--- config.mk ---
export PLATFORM = sky130hd
export DESIGN_NAME = pipeline_hazard_ctrl_flat
export DESIGN_NICKNAME = d
export VERILOG_FILES = /design/src/rtl/pipeline_hazard_ctrl_if.sv /design/src/rtl/pipeline_hazard_ctrl.sv /design/src/flat_wrapper.sv
export SDC_FILE = /design/constraint.sdc
export NUM_CORES = 1
export LEC_CHECK = 0
export CELL_PAD_IN_SITES_DETAIL_PLACEMENT = 0
export CELL_PAD_IN_SITES_GLOBAL_PLACEMENT = 1
export CORE_MARGIN = 3
export CORE_UTILIZATION = 31
export DETAILED_ROUTE_END_ITERATION = 7
export PLACE_DENSITY_LB_ADDON = 0.05
export SETUP_SLACK_MARGIN = 0.15
export SLEW_MARGIN = 30
export SYNTH_ARGS = -nofsm -noshare
export SYNTH_HDL_FRONTEND = slang
export SYNTH_SLANG_ARGS = --single-unit
--- constraint.sdc ---
create_clock -name clk -period 1.7 [get_ports clk]
set_input_delay 0.17 -clock clk [delete_from_list [all_inputs] [get_ports clk]]
set_output_delay 0.17 -clock clk [all_outputs]
set_load 0.03 [all_outputs]
--- src/rtl/pipeline_hazard_ctrl_if.sv ---
// Purpose: signal bundle between the five-stage datapath and its hazard
//          controller. Clock and reset are kept outside as plain ports.
// Modports:
//   slave  - the controller: reads stage register/enable info, drives
//            write enables, bubble/flush, dmem_req, mem_error, counters
//   master - the datapath side (or a testbench): the mirror image
interface pipeline_hazard_ctrl_if #(
    parameter int REG_ADDR_W = 4,
    parameter int CNT_W      = 16
);
    logic [REG_ADDR_W-1:0] id_rn;
    logic [REG_ADDR_W-1:0] id_rm;
    logic [REG_ADDR_W-1:0] id_rd;
    logic                  id_use_rn;
    logic                  id_use_rm;
    logic                  id_use_rd;
    logic [REG_ADDR_W-1:0] ex_rd;
    logic                  ex_reg_write_enable;
    logic                  ex_mem_enable;
    logic                  ex_mem_rw;
    logic                  ex_branch_taken;
    logic                  mem_mem_enable;
    logic                  dmem_ready;
    logic                  err_clr;

    logic                  pc_write_enable;
    logic                  if_id_write_enable;
    logic                  if_id_flush;
    logic                  id_ex_write_enable;
    logic                  id_ex_bubble;
    logic                  ex_mem_write_enable;
    logic                  mem_wb_write_enable;
    logic                  dmem_req;
    logic                  mem_error;
    logic [CNT_W-1:0]      stall_count;
    logic [CNT_W-1:0]      flush_count;

    modport slave (
        input  id_rn, id_rm, id_rd, id_use_rn, id_use_rm, id_use_rd,
               ex_rd, ex_reg_write_enable, ex_mem_enable, ex_mem_rw,
               ex_branch_taken, mem_mem_enable, dmem_ready, err_clr,
        output pc_write_enable, if_id_write_enable, if_id_flush,
               id_ex_write_enable, id_ex_bubble, ex_mem_write_enable,
               mem_wb_write_enable, dmem_req, mem_error,
               stall_count, flush_count
    );

    modport master (
        output id_rn, id_rm, id_rd, id_use_rn, id_use_rm, id_use_rd,
               ex_rd, ex_reg_write_enable, ex_mem_enable, ex_mem_rw,
               ex_branch_taken, mem_mem_enable, dmem_ready, err_clr,
        input  pc_write_enable, if_id_write_enable, if_id_flush,
               id_ex_write_enable, id_ex_bubble, ex_mem_write_enable,
               mem_wb_write_enable, dmem_req, mem_error,
               stall_count, flush_count
    );
endinterface

--- src/rtl/pipeline_hazard_ctrl.sv ---
// Purpose: pipeline sequencer for the five-stage ARM datapath. Handles
//          load-use stalls (1 cycle stall + ID/EX bubble), taken-branch
//          flushes, and whole-pipe freeze on data-memory wait states, with
//          a timeout FSM (RUN / MEM_WAIT / ERROR) and saturating stall and
//          flush event counters. Control outputs are combinational from
//          state and inputs, so they act in the same cycle.
// Ports:
//   clk    - system clock, rising edge
//   reset  - asynchronous, active-low reset
//   hz     - pipeline_hazard_ctrl_if.slave (stage info in, control out)
module pipeline_hazard_ctrl #(
    parameter int REG_ADDR_W  = 4,
    parameter int MEM_TIMEOUT = 16,
    parameter int CNT_W       = 16
) (
    input logic                  clk,
    input logic                  reset,
    pipeline_hazard_ctrl_if.slave hz
);
    localparam int WAIT_W = $clog2(MEM_TIMEOUT + 1);

    typedef enum logic [1:0] {
        ST_RUN,
        ST_MEM_WAIT,
        ST_ERROR
    } state_t;

    state_t            state;
    logic [WAIT_W-1:0] wait_cnt;
    logic [CNT_W-1:0]  stall_q;
    logic [CNT_W-1:0]  flush_q;

    logic [REG_ADDR_W-1:0] rn, rm, rd, exd;
    logic                  load_use;
    logic                  req_core;
    logic                  freeze;

    // Control word before reset gating; the counters and FSM use this
    // version so reset never feeds the D side of its own flops.
    logic pc_we, if_id_we, if_id_fl, id_ex_we, id_ex_bub, ex_mem_we, mem_wb_we;

    assign rn  = hz.id_rn;
    assign rm  = hz.id_rm;
    assign rd  = hz.id_rd;
    assign exd = hz.ex_rd;

    assign load_use = hz.ex_mem_enable & ~hz.ex_mem_rw & hz.ex_reg_write_enable &
                      ((hz.id_use_rn & (rn == exd)) |
                       (hz.id_use_rm & (rm == exd)) |
                       (hz.id_use_rd & (rd == exd)));

    assign req_core = hz.mem_mem_enable & (state != ST_ERROR);
    assign freeze   = req_core & ~hz.dmem_ready;

    always_comb begin
        pc_we     = 1'b0;
        if_id_we  = 1'b0;
        if_id_fl  = 1'b0;
        id_ex_we  = 1'b0;
        id_ex_bub = 1'b0;
        ex_mem_we = 1'b0;
        mem_wb_we = 1'b0;
        if (state == ST_ERROR) begin
            id_ex_bub = 1'b1;
        end else if (freeze) begin
            // whole pipe holds; a branch in EX stays put and is taken on release
        end else if (hz.ex_branch_taken) begin
            pc_we     = 1'b1;
            if_id_we  = 1'b1;
            if_id_fl  = 1'b1;
            id_ex_we  = 1'b1;
            id_ex_bub = 1'b1;
            ex_mem_we = 1'b1;
            mem_wb_we = 1'b1;
        end else if (load_use) begin
            id_ex_we  = 1'b1;
            id_ex_bub = 1'b1;
            ex_mem_we = 1'b1;
            mem_wb_we = 1'b1;
        end else begin
            pc_we     = 1'b1;
            if_id_we  = 1'b1;
            id_ex_we  = 1'b1;
            ex_mem_we = 1'b1;
            mem_wb_we = 1'b1;
        end
    end

    // While reset is held the pipe loads NOPs and nothing advances.
    assign hz.pc_write_enable     = pc_we     & reset;
    assign hz.if_id_write_enable  = if_id_we  & reset;
    assign hz.if_id_flush         = if_id_fl  & reset;
    assign hz.id_ex_write_enable  = id_ex_we  & reset;
    assign hz.id_ex_bubble        = id_ex_bub | ~reset;
    assign hz.ex_mem_write_enable = ex_mem_we & reset;
    assign hz.mem_wb_write_enable = mem_wb_we & reset;
    assign hz.dmem_req            = req_core  & reset;
    assign hz.mem_error           = (state == ST_ERROR);
    assign hz.stall_count         = stall_q;
    assign hz.flush_count         = flush_q;

    always_ff @(posedge clk or negedge reset) begin
        if (!reset) begin
            state    <= ST_RUN;
            wait_cnt <= '0;
            stall_q  <= '0;
            flush_q  <= '0;
        end else begin
            case (state)
                ST_RUN: begin
                    if (freeze) begin
                        state    <= ST_MEM_WAIT;
                        wait_cnt <= WAIT_W'(1);
                    end
                end
                ST_MEM_WAIT: begin
                    if (!freeze) begin
                        state    <= ST_RUN;
                        wait_cnt <= '0;
                    end else begin
                        // wait_cnt counts freeze cycles completed; the one
                        // that reaches MEM_TIMEOUT moves to ERROR
                        wait_cnt <= wait_cnt + 1'b1;
                        if (wait_cnt == WAIT_W'(MEM_TIMEOUT - 1)) begin
                            state <= ST_ERROR;
                        end
                    end
                end
                ST_ERROR: begin
                    if (hz.err_clr) begin
                        state    <= ST_RUN;
                        wait_cnt <= '0;
                    end
                end
                default: begin
                    state    <= ST_RUN;
                    wait_cnt <= '0;
                end
            endcase

            if (!pc_we && (state != ST_ERROR) && (stall_q != '1)) begin
                stall_q <= stall_q + 1'b1;
            end
            if (if_id_fl && (flush_q != '1)) begin
                flush_q <= flush_q + 1'b1;
            end
        end
    end
endmodule
--- src/flat_wrapper.sv ---
// flat-port wrapper written by rule: the top's interface ports become plain ports
module pipeline_hazard_ctrl_flat 
#(
    parameter int REG_ADDR_W  = 4,
    parameter int MEM_TIMEOUT = 16,
    parameter int CNT_W       = 16
)
  (clk, reset, hz_id_rn, hz_id_rm, hz_id_rd, hz_id_use_rn, hz_id_use_rm, hz_id_use_rd, hz_ex_rd, hz_ex_reg_write_enable, hz_ex_mem_enable, hz_ex_mem_rw, hz_ex_branch_taken, hz_mem_mem_enable, hz_dmem_ready, hz_err_clr, hz_pc_write_enable, hz_if_id_write_enable, hz_if_id_flush, hz_id_ex_write_enable, hz_id_ex_bubble, hz_ex_mem_write_enable, hz_mem_wb_write_enable, hz_dmem_req, hz_mem_error, hz_stall_count, hz_flush_count);
  pipeline_hazard_ctrl_if #(.REG_ADDR_W(REG_ADDR_W), .CNT_W(CNT_W)) hz_i ();
  input logic clk;
  input logic reset;
  input wire logic [$bits(hz_i.id_rn)-1:0] hz_id_rn;
  input wire logic [$bits(hz_i.id_rm)-1:0] hz_id_rm;
  input wire logic [$bits(hz_i.id_rd)-1:0] hz_id_rd;
  input wire logic [$bits(hz_i.id_use_rn)-1:0] hz_id_use_rn;
  input wire logic [$bits(hz_i.id_use_rm)-1:0] hz_id_use_rm;
  input wire logic [$bits(hz_i.id_use_rd)-1:0] hz_id_use_rd;
  input wire logic [$bits(hz_i.ex_rd)-1:0] hz_ex_rd;
  input wire logic [$bits(hz_i.ex_reg_write_enable)-1:0] hz_ex_reg_write_enable;
  input wire logic [$bits(hz_i.ex_mem_enable)-1:0] hz_ex_mem_enable;
  input wire logic [$bits(hz_i.ex_mem_rw)-1:0] hz_ex_mem_rw;
  input wire logic [$bits(hz_i.ex_branch_taken)-1:0] hz_ex_branch_taken;
  input wire logic [$bits(hz_i.mem_mem_enable)-1:0] hz_mem_mem_enable;
  input wire logic [$bits(hz_i.dmem_ready)-1:0] hz_dmem_ready;
  input wire logic [$bits(hz_i.err_clr)-1:0] hz_err_clr;
  output wire logic [$bits(hz_i.pc_write_enable)-1:0] hz_pc_write_enable;
  output wire logic [$bits(hz_i.if_id_write_enable)-1:0] hz_if_id_write_enable;
  output wire logic [$bits(hz_i.if_id_flush)-1:0] hz_if_id_flush;
  output wire logic [$bits(hz_i.id_ex_write_enable)-1:0] hz_id_ex_write_enable;
  output wire logic [$bits(hz_i.id_ex_bubble)-1:0] hz_id_ex_bubble;
  output wire logic [$bits(hz_i.ex_mem_write_enable)-1:0] hz_ex_mem_write_enable;
  output wire logic [$bits(hz_i.mem_wb_write_enable)-1:0] hz_mem_wb_write_enable;
  output wire logic [$bits(hz_i.dmem_req)-1:0] hz_dmem_req;
  output wire logic [$bits(hz_i.mem_error)-1:0] hz_mem_error;
  output wire logic [$bits(hz_i.stall_count)-1:0] hz_stall_count;
  output wire logic [$bits(hz_i.flush_count)-1:0] hz_flush_count;
  assign hz_i.id_rn = hz_id_rn;
  assign hz_i.id_rm = hz_id_rm;
  assign hz_i.id_rd = hz_id_rd;
  assign hz_i.id_use_rn = hz_id_use_rn;
  assign hz_i.id_use_rm = hz_id_use_rm;
  assign hz_i.id_use_rd = hz_id_use_rd;
  assign hz_i.ex_rd = hz_ex_rd;
  assign hz_i.ex_reg_write_enable = hz_ex_reg_write_enable;
  assign hz_i.ex_mem_enable = hz_ex_mem_enable;
  assign hz_i.ex_mem_rw = hz_ex_mem_rw;
  assign hz_i.ex_branch_taken = hz_ex_branch_taken;
  assign hz_i.mem_mem_enable = hz_mem_mem_enable;
  assign hz_i.dmem_ready = hz_dmem_ready;
  assign hz_i.err_clr = hz_err_clr;
  assign hz_pc_write_enable = hz_i.pc_write_enable;
  assign hz_if_id_write_enable = hz_i.if_id_write_enable;
  assign hz_if_id_flush = hz_i.if_id_flush;
  assign hz_id_ex_write_enable = hz_i.id_ex_write_enable;
  assign hz_id_ex_bubble = hz_i.id_ex_bubble;
  assign hz_ex_mem_write_enable = hz_i.ex_mem_write_enable;
  assign hz_mem_wb_write_enable = hz_i.mem_wb_write_enable;
  assign hz_dmem_req = hz_i.dmem_req;
  assign hz_mem_error = hz_i.mem_error;
  assign hz_stall_count = hz_i.stall_count;
  assign hz_flush_count = hz_i.flush_count;
  pipeline_hazard_ctrl #(.REG_ADDR_W(REG_ADDR_W), .MEM_TIMEOUT(MEM_TIMEOUT), .CNT_W(CNT_W)) u_core (.clk(clk), .reset(reset), .hz(hz_i));
endmodule
==> flow_summary.yaml <==
timing:
  slew_headroom: 0.557
  fin_crit_sh: 1.03
  whs_ns: 0.490
  fin_tns_setup_ns: -0.0840
  fmax_mhz: 573
  maxSlewViolCount: 0
  rsz0062_at_grt: "yes"
  hold_viol: 0
  setup_viol: 6
  fin_crit_ns: 1.75
  fin_ws_ns: -0.0456
  finClkSkew_ns: 0.0123
  worst_pin_slew_ns: 0.662
layout:
  stdcell_count: 445
  final_layout_size_suffix_gt1_frac: 0.449
  n_fill_cell: 609
  multi_input_comb_area_um2: 1410
  area_delta_synth_final_pct: 77.8
  diodes: 0
  finalNetCount: 383
  ff_latch_area_um2: 998
  design_area_um2: 3860
setup_path:
  cpLargestDelayFamily: "simple AND/OR/NAND/NOR gates"
  rrSetupSlack_ns: -0.02
  cp.required_ns: 1.53
  cp.arrival_ns: 1.58
  start_kind: "flop"
  worst-path-stages: 7
  worstSetupEndpoint: "hz_if_id_flush"
  worst-path-buf-inv: 3
  crit_path_max_incr_delay_ns: 0.43
  crit_path_start: "u_core.state[1]"
  worstReg2RegEnd: "u_core.hz.flush_count[1]"
  worst-setup-path-type: "reg2out"
  crit_path_top_delay_cell: "dfrtp_2"
  crit_chain: "nand2b_4, clkinvlp_4, nor2_4, nor2_4, buf_6, and2_4, buf_6"
  r2r_start: "u_core.hz.flush_count[1]"
  ff2ff_path_depth: 6
  endpoint_kind: "output pin"
  crit_fanout: 4
logic_synthesis:
  synthAdderAreaFrac: 0.0230
  synth_xor_area_frac: 0.169
  synth_largest_area_cell: "dfrtp_1"
  yosysSeqAreaShare: 0.449
  synth_top_family_by_area: "simple AND/OR/NAND/NOR gates"
  netlist_area_um2: 2170
  synthFlopType: "dfrtp_1"
  avgSynthCellArea_um2: 10.0
  syn_nets: 249
  ys_types: 38
  synth_edf_count: 0
  synth_top_area_frac: 0.449
  yosys-top-cells-area: "dfrtp_1 45%, xnor2_1 15%, nand2_1 4.5%"
  ys_top_cells_by_count: "39 x dfrtp_1, 37 x xnor2_1, 26 x nand2_1"
  ys_ff_latch: 39
  muxShareOfSynthArea: 0.0173
  yosysMostFrequentCell: "dfrtp_1"
  async_reset_ff_frac: 1.00
  yosys.area_share.simple: 0.263
  syn_inst: 217
  yosysWarnings: 0
  synth_compound_area_frac: 0.0507
cts:
  numCtsBuffers: 5
  clock_latency_ns: 0.29
  path_clk_slew_ns: 0.08
  clkSinkCount: 39
  ctsLongestPathBuffers: 2
  root_buffer: "clkbuf_8"
  cts_tree: "yes"
  cts.htree.levels: 2
pwr:
  power_density_nw_per_um2: 913
  seq_power_share: 0.345
  irDropWorstVdd_mv: 0.932
  p_sw_frac: 0.349
  clkPwrFrac: 0.235
  p_leak_nw: 1.78
  p_comb_frac: 0.419
  total_power_mw: 3.52
  netSwitchingPower_mw: 1.23
  power.internal_mw: 2.29
route:
  viasPerCell: 4.56
  avgRoutedWirePerCell_um: 13.2
  ant_nets: 0
  dr.pass1.iters: 4
  drtIter0Drc: 24
  wirelength_um: 5880
  drc: 0
  vias: 2031
place:
  place.gp.congestion: 0.731
  placed_cell_area_um2: 3390
  io_buffers: 68
  dp.cells: 418
  place_hpwl_um: 4210
global_routing:
  grt_first_pass_wirelength_um: 10000
  first_global_vias: 2098
  grt-ovfl-total: 0
  grt_start_max_net_pins: 42
  grt_use_total: 0.147
  antenna_found_initial: 0
flow_run:
  cap_violations: 0
floorplan:
  io_pins: 69
  rows: 29
  die-area_um2: 8050
  die_w_um: 89.7
  start_util: 0.331
  die_h_um: 89.7
  core_area_um2: 6570
worst_hold_path:
  hp-class: "reg2reg"
run_status:
  violations: "setup timing"
  status: "finished with violations"
## stage by stage
step	setup WS, ns	util
2_1_floorplan	-0.188	-
5_1_grt	-0.121	0.588
3_3_place_gp	-0.594	0.516
6_report	-0.0456	0.588
4_1_cts	-0.0322	0.560
3_5_place_dp	-0.610	0.516
## worst min path at each step
| stage | cells after the start | endpoint | slack (ns) | from |
|---|---|---|---|---|
| floorplan | 0 | u_core.hz.flush_count[0] | -0.13 | reset |
| global placement | 2 | u_core.wait_cnt[0] | 0.29 | reset |
| detailed placement | 2 | u_core.wait_cnt[0] | 0.30 | reset |
| CTS | 2 | u_core.hz.stall_count[1] | -0.02 | reset |
| global route | 1 | u_core.hz.flush_count[14] | 0.51 | u_core.hz.flush_count[14] |
| finish | 1 | u_core.hz.flush_count[14] | 0.49 | u_core.hz.flush_count[14] |
## cells by family after synthesis
kind of cell             after synthesis
AO/OA/AOI/OAI                         17
XOR/XNOR                              42
adder cells (fa/ha/maj)                4
buffers and inverters                  9
flip-flops                            39
multiplexers                           3
AND/OR/NAND/NOR                      103
## what timing repair did
action,CTS,global route
hold endpoints to repair,39,14
setup endpoints to repair,68,43
pin swaps,36,15
gates resized for setup,102,23
buffers inserted,9,7
## power groups by stage
stage          sequential, mW  combinational [mW]  clock [mW]
6_report                 1.22                1.48       0.829
5_1_grt                  1.24                1.59       0.906
4_1_cts                  1.22                1.41       0.862
3_3_place_gp             1.22                1.40           0
2_1_floorplan            1.54               0.379           0
3_5_place_dp             1.22                1.41           0
## area by class of cell
cell class                 count  area share
tap                           93      0.0301
clock inverter                 2      0.0100
sequential                    39       0.259
timing repair buffer         134       0.311
multi-input combinational    169       0.366
inverter                       2     0.00292
clock buffer                   6      0.0214
## flip-flops by register name, indices dropped and copies added, names as in the netlist
register               count
u_core.hz.flush_count     16
u_core.hz.stall_count     16
u_core.state               2
u_core.wait_cnt            5
## worst register-to-register path, delay by kind of cell, from the launching register on
kind                       cells  cell delay, ns
adders and majority gates      1            0.14
and+or+nand+nor                4            0.79
muxes                          1            0.29
DFF                            1            0.39
## layout by cell type (no fill, tap or decap), types with 5 or more instances in the layout
| master | synthesis | routed |
|---|---|---|
| nand4_1 | 9 | 9 |
| xnor2_1 | 37 | 34 |
| clkbuf_8 | 0 | 6 |
| dlygate4sd2_1 | 0 | 46 |
| nor2_1 | 16 | 7 |
| nand2_1 | 26 | 19 |
| nand2_2 | 1 | 6 |
| nand3_1 | 19 | 8 |
| buf_4 | 3 | 53 |
| clkdlybuf4s50_1 | 0 | 11 |
| dfrtp_2 | 0 | 18 |
| buf_6 | 2 | 17 |
| nor2_4 | 0 | 5 |
| and3_1 | 10 | 7 |
| xor2_1 | 5 | 5 |
| nand3_2 | 0 | 8 |
| dfrtp_1 | 39 | 21 |
## metal layers
| metal | global-route usage | vias up | wire [um] |
|---|---|---|---|
| li1 | - | 1023 | - |
| met1 | 0.205 | 946 | 2760 |
| met2 | 0.228 | 55 | 2760 |
| met3 | 0.0392 | 7 | 289 |
| met4 | 0.0345 | 0 | 66 |
| met5 | 0 | - | 0 |
No activity file was read; power rests on OpenSTA's default activity.
